### src/rtl/seq_pkg.sv
// Shared types and widths for the serial pattern generator.
package seq_pkg;

   localparam int REPS_W = 4;
   localparam int GAP_W  = 3;

   typedef enum logic [1:0] {
      IDLE = 2'd0,
      SEND = 2'd1,
      GAP  = 2'd2,
      DONE = 2'd3
   } seq_state_t;

endpackage

### src/rtl/seq_generator_if.sv
// Request/status bundle for seq_generator, plus debug visibility of FSM state.
// Optional abort input is present only when SEQ_GEN_ABORT_EN is defined.
interface seq_generator_if;

   // Handshake: start is a level sampled only while the generator is idle (busy=0);
   // reps is captured on the edge that accepts start. valid qualifies w per cycle.
   logic                           start;
   logic [seq_pkg::REPS_W-1:0]     reps;
`ifdef SEQ_GEN_ABORT_EN
   logic                           abort;
`endif
   logic                           w;
   logic                           valid;
   logic                           busy;
   logic                           done;
   seq_pkg::seq_state_t            state;
   logic [seq_pkg::REPS_W-1:0]     rem;
   logic [seq_pkg::GAP_W-1:0]      gap_cnt;

`ifdef SEQ_GEN_ABORT_EN
   modport master (output start, reps, abort,
                   input  w, valid, busy, done, state, rem, gap_cnt);
   modport slave  (input  start, reps, abort,
                   output w, valid, busy, done, state, rem, gap_cnt);
`else
   modport master (output start, reps,
                   input  w, valid, busy, done, state, rem, gap_cnt);
   modport slave  (input  start, reps,
                   output w, valid, busy, done, state, rem, gap_cnt);
`endif

endinterface

### src/rtl/seq_bit_counter.sv
// Loadable down-counter with a zero flag; load has priority over decrement.
module seq_bit_counter #(
   parameter int W = 4
) (
   input  logic         clk,
   input  logic         resetn,
   input  logic         load,
   input  logic [W-1:0] load_val,
   input  logic         dec,
   output logic [W-1:0] count,
   output logic         zero
);

   always_ff @(posedge clk) begin
      if (!resetn)
         count <= '0;
      else if (load)
         count <= load_val;
      else if (dec)
         count <= count - W'(1);
   end

   assign zero = (count == '0);

endmodule

### src/rtl/seq_generator.sv
// Repeats a fixed serial pattern MSB-first, reps times, with GAP idle cycles between.
// Build option: define SEQ_GEN_ABORT_EN to add an abort input (SEND/GAP -> IDLE).
module seq_generator
   import seq_pkg::*;
#(
   parameter int                 PAT_LEN = 4,
   parameter logic [PAT_LEN-1:0] PATTERN = 4'b1101,
   parameter int                 GAP     = 1
) (
   input  logic            Clock,
   input  logic            Resetn,
   seq_generator_if.slave  bus
);

   localparam int                 IDX_W   = (PAT_LEN > 1) ? $clog2(PAT_LEN) : 1;
   localparam logic [IDX_W-1:0]   IDX_TOP = IDX_W'(PAT_LEN - 1);
   localparam logic [GAP_W-1:0]   GAP_TOP = (GAP > 0) ? GAP_W'(GAP - 1) : '0;

   seq_state_t         state;
   logic [REPS_W-1:0]  rem;
   logic               w_q, valid_q, busy_q, done_q;

   logic [IDX_W-1:0]   idx_count, idx_prev;
   logic               idx_zero, idx_load, idx_dec;
   logic [GAP_W-1:0]   gap_count;
   logic               gap_zero, gap_load, gap_dec;
   logic               accept, last_bit, more, stop, abort_req;

`ifdef SEQ_GEN_ABORT_EN
   assign abort_req = bus.abort;
`else
   assign abort_req = 1'b0;
`endif

   assign idx_prev = idx_count - IDX_W'(1);

   // The parameter GAP shadows the state literal, so the state is named through the package.
   always_comb begin
      accept   = (state == IDLE) && bus.start && (bus.reps != '0);
      last_bit = (state == SEND) && idx_zero;
      more     = (rem > REPS_W'(1));
      stop     = abort_req && ((state == SEND) || (state == seq_pkg::GAP));
      idx_load = accept ||
                 (!stop && ((last_bit && more && (GAP == 0)) ||
                            ((state == seq_pkg::GAP) && gap_zero)));
      idx_dec  = !stop && (state == SEND) && !idx_zero;
      gap_load = !stop && last_bit && more && (GAP > 0);
      gap_dec  = !stop && (state == seq_pkg::GAP) && !gap_zero;
   end

   seq_bit_counter #(.W(IDX_W)) u_idx (
      .clk      (Clock),
      .resetn   (Resetn),
      .load     (idx_load),
      .load_val (IDX_TOP),
      .dec      (idx_dec),
      .count    (idx_count),
      .zero     (idx_zero)
   );

   seq_bit_counter #(.W(GAP_W)) u_gap (
      .clk      (Clock),
      .resetn   (Resetn),
      .load     (gap_load),
      .load_val (GAP_TOP),
      .dec      (gap_dec),
      .count    (gap_count),
      .zero     (gap_zero)
   );

   // Outputs are computed for the state being entered, so they line up with state.
   always_ff @(posedge Clock) begin
      if (!Resetn) begin
         state   <= IDLE;
         rem     <= '0;
         w_q     <= 1'b0;
         valid_q <= 1'b0;
         busy_q  <= 1'b0;
         done_q  <= 1'b0;
      end else begin
         case (state)
            IDLE: begin
               w_q    <= 1'b0;
               done_q <= 1'b0;
               if (accept) begin
                  state   <= SEND;
                  rem     <= bus.reps;
                  w_q     <= PATTERN[IDX_TOP];
                  valid_q <= 1'b1;
                  busy_q  <= 1'b1;
               end else begin
                  valid_q <= 1'b0;
                  busy_q  <= 1'b0;
               end
            end
            SEND: begin
               if (stop) begin
                  state   <= IDLE;
                  w_q     <= 1'b0;
                  valid_q <= 1'b0;
                  busy_q  <= 1'b0;
               end else if (!idx_zero) begin
                  w_q <= PATTERN[idx_prev];
               end else if (more) begin
                  rem <= rem - REPS_W'(1);
                  if (GAP > 0) begin
                     state   <= seq_pkg::GAP;
                     w_q     <= 1'b0;
                     valid_q <= 1'b0;
                  end else begin
                     w_q <= PATTERN[IDX_TOP];
                  end
               end else begin
                  state   <= DONE;
                  w_q     <= 1'b0;
                  valid_q <= 1'b0;
                  done_q  <= 1'b1;
               end
            end
            seq_pkg::GAP: begin
               if (stop) begin
                  state  <= IDLE;
                  busy_q <= 1'b0;
               end else if (gap_zero) begin
                  state   <= SEND;
                  w_q     <= PATTERN[IDX_TOP];
                  valid_q <= 1'b1;
               end
            end
            DONE: begin
               state   <= IDLE;
               w_q     <= 1'b0;
               valid_q <= 1'b0;
               busy_q  <= 1'b0;
               done_q  <= 1'b0;
            end
            default: begin
               state   <= IDLE;
               w_q     <= 1'b0;
               valid_q <= 1'b0;
               busy_q  <= 1'b0;
               done_q  <= 1'b0;
            end
         endcase
      end
   end

   assign bus.w       = w_q;
   assign bus.valid   = valid_q;
   assign bus.busy    = busy_q;
   assign bus.done    = done_q;
   assign bus.state   = state;
   assign bus.rem     = rem;
   assign bus.gap_cnt = gap_count;

endmodule

### src/flat_wrapper.sv
// flat-port wrapper written by rule: the top's interface ports become plain ports
module seq_generator_flat import seq_pkg::*;
#(
   parameter int                 PAT_LEN = 4,
   parameter logic [PAT_LEN-1:0] PATTERN = 4'b1101,
   parameter int                 GAP     = 1
)
  (Clock, Resetn, bus_start, bus_reps, bus_w, bus_valid, bus_busy, bus_done, bus_state, bus_rem, bus_gap_cnt);
  seq_generator_if bus_i ();
  input  logic Clock;
  input  logic Resetn;
  input wire logic [$bits(bus_i.start)-1:0] bus_start;
  input wire logic [$bits(bus_i.reps)-1:0] bus_reps;
  output wire logic [$bits(bus_i.w)-1:0] bus_w;
  output wire logic [$bits(bus_i.valid)-1:0] bus_valid;
  output wire logic [$bits(bus_i.busy)-1:0] bus_busy;
  output wire logic [$bits(bus_i.done)-1:0] bus_done;
  output wire logic [$bits(bus_i.state)-1:0] bus_state;
  output wire logic [$bits(bus_i.rem)-1:0] bus_rem;
  output wire logic [$bits(bus_i.gap_cnt)-1:0] bus_gap_cnt;
  assign bus_i.start = bus_start;
  assign bus_i.reps = bus_reps;
  assign bus_w = bus_i.w;
  assign bus_valid = bus_i.valid;
  assign bus_busy = bus_i.busy;
  assign bus_done = bus_i.done;
  assign bus_state = bus_i.state;
  assign bus_rem = bus_i.rem;
  assign bus_gap_cnt = bus_i.gap_cnt;
  seq_generator #(.PAT_LEN(PAT_LEN), .PATTERN(PATTERN), .GAP(GAP)) u_core (.Clock(Clock), .Resetn(Resetn), .bus(bus_i));
endmodule
### config.mk
export PLATFORM = sky130hd
export DESIGN_NAME = seq_generator_flat
export DESIGN_NICKNAME = d
export VERILOG_FILES = /design/src/rtl/seq_pkg.sv /design/src/rtl/seq_generator_if.sv /design/src/rtl/seq_bit_counter.sv /design/src/rtl/seq_generator.sv /design/src/flat_wrapper.sv
export SDC_FILE = /design/constraint.sdc
export NUM_CORES = 1
export LEC_CHECK = 0
export BUFFER_PORTS_ARGS = -buffer_cell sky130_fd_sc_hd__clkbuf_2
export CAP_MARGIN = 20
export CORE_AREA = 2 2 76 42
export CTS_CLUSTER_DIAMETER = 200
export DETAILED_ROUTE_END_ITERATION = 8
export DIE_AREA = 0 0 78 44
export PLACE_DENSITY = 0.59
export SYNTH_ARGS = -nofsm -noshare
export SYNTH_HDL_FRONTEND = slang
export SYNTH_HIERARCHICAL = 1
export SYNTH_SLANG_ARGS = --single-unit
### constraint.sdc
create_clock -name Clock -period 2.1 [get_ports Clock]
set_clock_uncertainty 0.05 [all_clocks]
set_input_delay 0.105 -clock Clock [delete_from_list [all_inputs] [get_ports Clock]]
set_output_delay 0.105 -clock Clock [all_outputs]
set_load 0.005 [all_outputs]
==> metrics.yaml <==
yosys:
  synthCells: 113
  synth_cell_type_count: 37
  ys_seq_area_share_pct: 30.4
  postSynthAreaPerCell_um2: 8.74
  synth_area_um2: 987
  yosys_warnings: 6
  yosys_register_bits: 15
pwr:
  peakVddDrop_v: 0.000789
  p_per_area_nw_per_um2: 1450
  power.leakage_nw: 0.557
  total_power_mw: 1.76
critical_path:
  worstReg2RegEnd: "u_core/bus.rem[3]$_SDFFE_PN0P_"
  required_ps: 2190
  crit_chain: "inv_1, ha_1, nor2_1, o311a_4, a2bb2oi_4, o21ai_1, a32o_1"
  slowest_stage: "dfxtp_1"
  cp_top_family: "compound AO/OA/AOI/OAI gates"
  startpoint_type: "flop"
  cp_num_buf_inv: 1
  cp-startpoint: "u_core/bus.rem[0]$_SDFFE_PN0P_"
  rr_startpoint: "u_core/bus.rem[0]$_SDFFE_PN0P_"
  endpoint_kind: "flop"
  r2r_slack_ps: 180
  critical_path_arrival_ps: 2000
  setup.worst_path.class: "reg -> reg"
  critical_path.max_fanout: 7
  crit_path_max_incr_delay_ps: 400
  worst_r2r_path_depth: 7
global_routing:
  grt_use_total_pct: 14.8
  grt_pass1_vias: 802
  grt_max_degree: 11
  antenna_found_initial: 0
  grt_overflow: 0
  grt_pass1_wl_um: 3770
floorplanning:
  coreArea_um2: 2800
  start_util_pct: 35.2
  pin_count: 20
  chipHeight_um: 44
  dieArea_um2: 3430
  dieWidth_um: 78
  num_rows: 14
detailed_routing:
  drc: 0
  drtPass1Iterations: 4
  drt_iter0_markers: 71
  vias_per_cell: 4.76
  wl_um: 2330
  ant_nets: 0
  vias: 857
  wire_per_inst_um: 12.9
sta:
  rsz0062_at_grt: "false"
  max_freq_mhz: 522
  period_share_pct: 91.2
  drv_slew: 0
  finalCriticalPeriod_ps: 1920
  hold_viol: 0
  setup_slack_ps: 185
  setup_violations: 0
  hold_slack_ps: 131
  setup_tns_ps: 0
clock_network:
  clk_latency_ps: 250
  clk_pin_slew_ps: 60
  h-tree-depth: 1
  postCtsHoldBufs: 0
  ctsRootBufferMaster: "clkbuf_8"
  cts_num_sinks: 15
  cts_buffers: 3
  cts_tree: "built"
  clockBufferDepth: 2
hold_path:
  hp-class: "in -> reg"
  holdCritStartpoint: "bus_reps[2]"
  holdPathEnd: "u_core/bus.rem[2]$_SDFFE_PN0P_"
  whs_path_depth: 3
placement:
  dp_hpwl_um: 1830
  preCtsSetupSlack_ps: 136
  place_inst: 176
  placed_area_um2: 1150
  io_buffers: 19
  gp_congestion: 0.867
cells_and_area:
  final_area_um2: 1210
  area_growth_pct: 22.6
  antennaDiodeCount: 0
  final_cells: 180
  fin_nets: 157
  final_cell_mix: "19 x clkbuf_2, 15 x dfxtp_1, 14 x nor2_1"
  multi_input_area_um2: 656
  drive_above_1_share_pct: 24.3
  final_common_cell: "clkbuf_2"
  fill_cells: 283
  postLayoutCoreUtil_pct: 43.2
  seq_area_um2: 300
flow_run:
  drv_cap: 0
run_status:
  outcome: "finished clean"
flip-flops by register name, indices dropped and copies added, names as in the netlist:
register            count
u_core/bus.busy         1
u_core/bus.state        2
u_core/u_gap/count      3
u_core/bus.rem          4
u_core/bus.w            1
u_core/u_idx/count      2
u_core/bus.valid        1
u_core/bus.done         1
synth_stat cells (all sizes together):
library cell | count | area [um^2]
a32o | 1 | 10.0
o41ai | 1 | 16.3
o21ai | 3 | 15.0
a2bb2oi | 1 | 26.3
dfxtp | 15 | 300
nand3b | 1 | 7.51
nor2 | 14 | 52.6
a21o | 1 | 15.0
a22oi | 1 | 7.51
or2 | 1 | 6.26
nor3 | 2 | 10.0
o311a | 1 | 10.0
buf | 1 | 7.51
nand3 | 5 | 37.5
clkinv | 1 | 3.75
a211oi | 1 | 7.51
a211o | 1 | 8.76
o211a | 2 | 20.0
o31a | 1 | 8.76
xor2 | 2 | 17.5
nand2 | 6 | 22.5
and2 | 3 | 18.8
ha | 9 | 113
mux2i | 5 | 50.1
and2b | 1 | 7.51
o22ai | 1 | 6.26
conb | 2 | 7.51
inv | 12 | 45.0
nor2b | 2 | 12.5
or4 | 1 | 11.3
o31ai | 2 | 25.0
a31oi | 1 | 6.26
nand2b | 5 | 38.8
a21oi | 7 | 35.0
what timing repair did:
item / CTS / global route
resized for setup: 0 / 2
endpoints found under the setup margin: 0 / 1
setup buffers: 0 / 0
logic make-up (layout without fill, tap and decap cells):
kind of cell	after synthesis	count (layout)	share of synthesized area [%]
adder cells (fa/ha/maj)	9	9	11.4
buffers and inverters	14	38	5.70
AND/OR/NAND/NOR	41	41	22.8
other	2	5	0.761
multiplexers	5	5	5.07
XOR/XNOR	2	2	1.77
flip-flops	15	15	30.4
AO/OA/AOI/OAI	25	25	22.1
report_power, final:
group          leakage [nW]  internal (mW)  switching, mW
combinational         0.411          0.468          0.539
clock                0.0228          0.135          0.104
sequential            0.123          0.393          0.118
final cells by class:
class / count / share of cell area, %
clock buffer: 4 / 3.72
inverter: 13 / 4.03
multi-input combinational: 87 / 54.2
sequential: 15 / 24.8
tap: 40 / 4.14
timing repair buffer: 21 / 9.10
per-layer routing:
layer	vias up	share of wire (%)	track usage (%)
li1	440	-	-
met1	388	49	20.2
met2	25	43	22.1
met3	4	7.2	5.00
met4	0	1.2	5.26
met5	-	0	0
worst max path at each step:
stage,depth (start not counted),to,slack [ps]
floorplan,7,u_core/bus.state[0]$_SDFFE_PN0P_,320
global placement,7,u_core/bus.state[0]$_SDFFE_PN0P_,190
detailed placement,7,u_core/bus.rem[3]$_SDFFE_PN0P_,140
CTS,7,u_core/bus.rem[3]$_SDFFE_PN0P_,120
global route,7,u_core/bus.rem[3]$_SDFFE_PN0P_,80
finish,7,u_core/bus.rem[3]$_SDFFE_PN0P_,180
worst reg2reg max path, cell delays in order (launching register included):
cell	delay, ps
dfxtp_1	400
inv_1	90
ha_1	230
nor2_1	180
o311a_4	230
a2bb2oi_4	240
o21ai_1	100
a32o_1	270
Note: power is estimated with default switching activity, not from simulation.
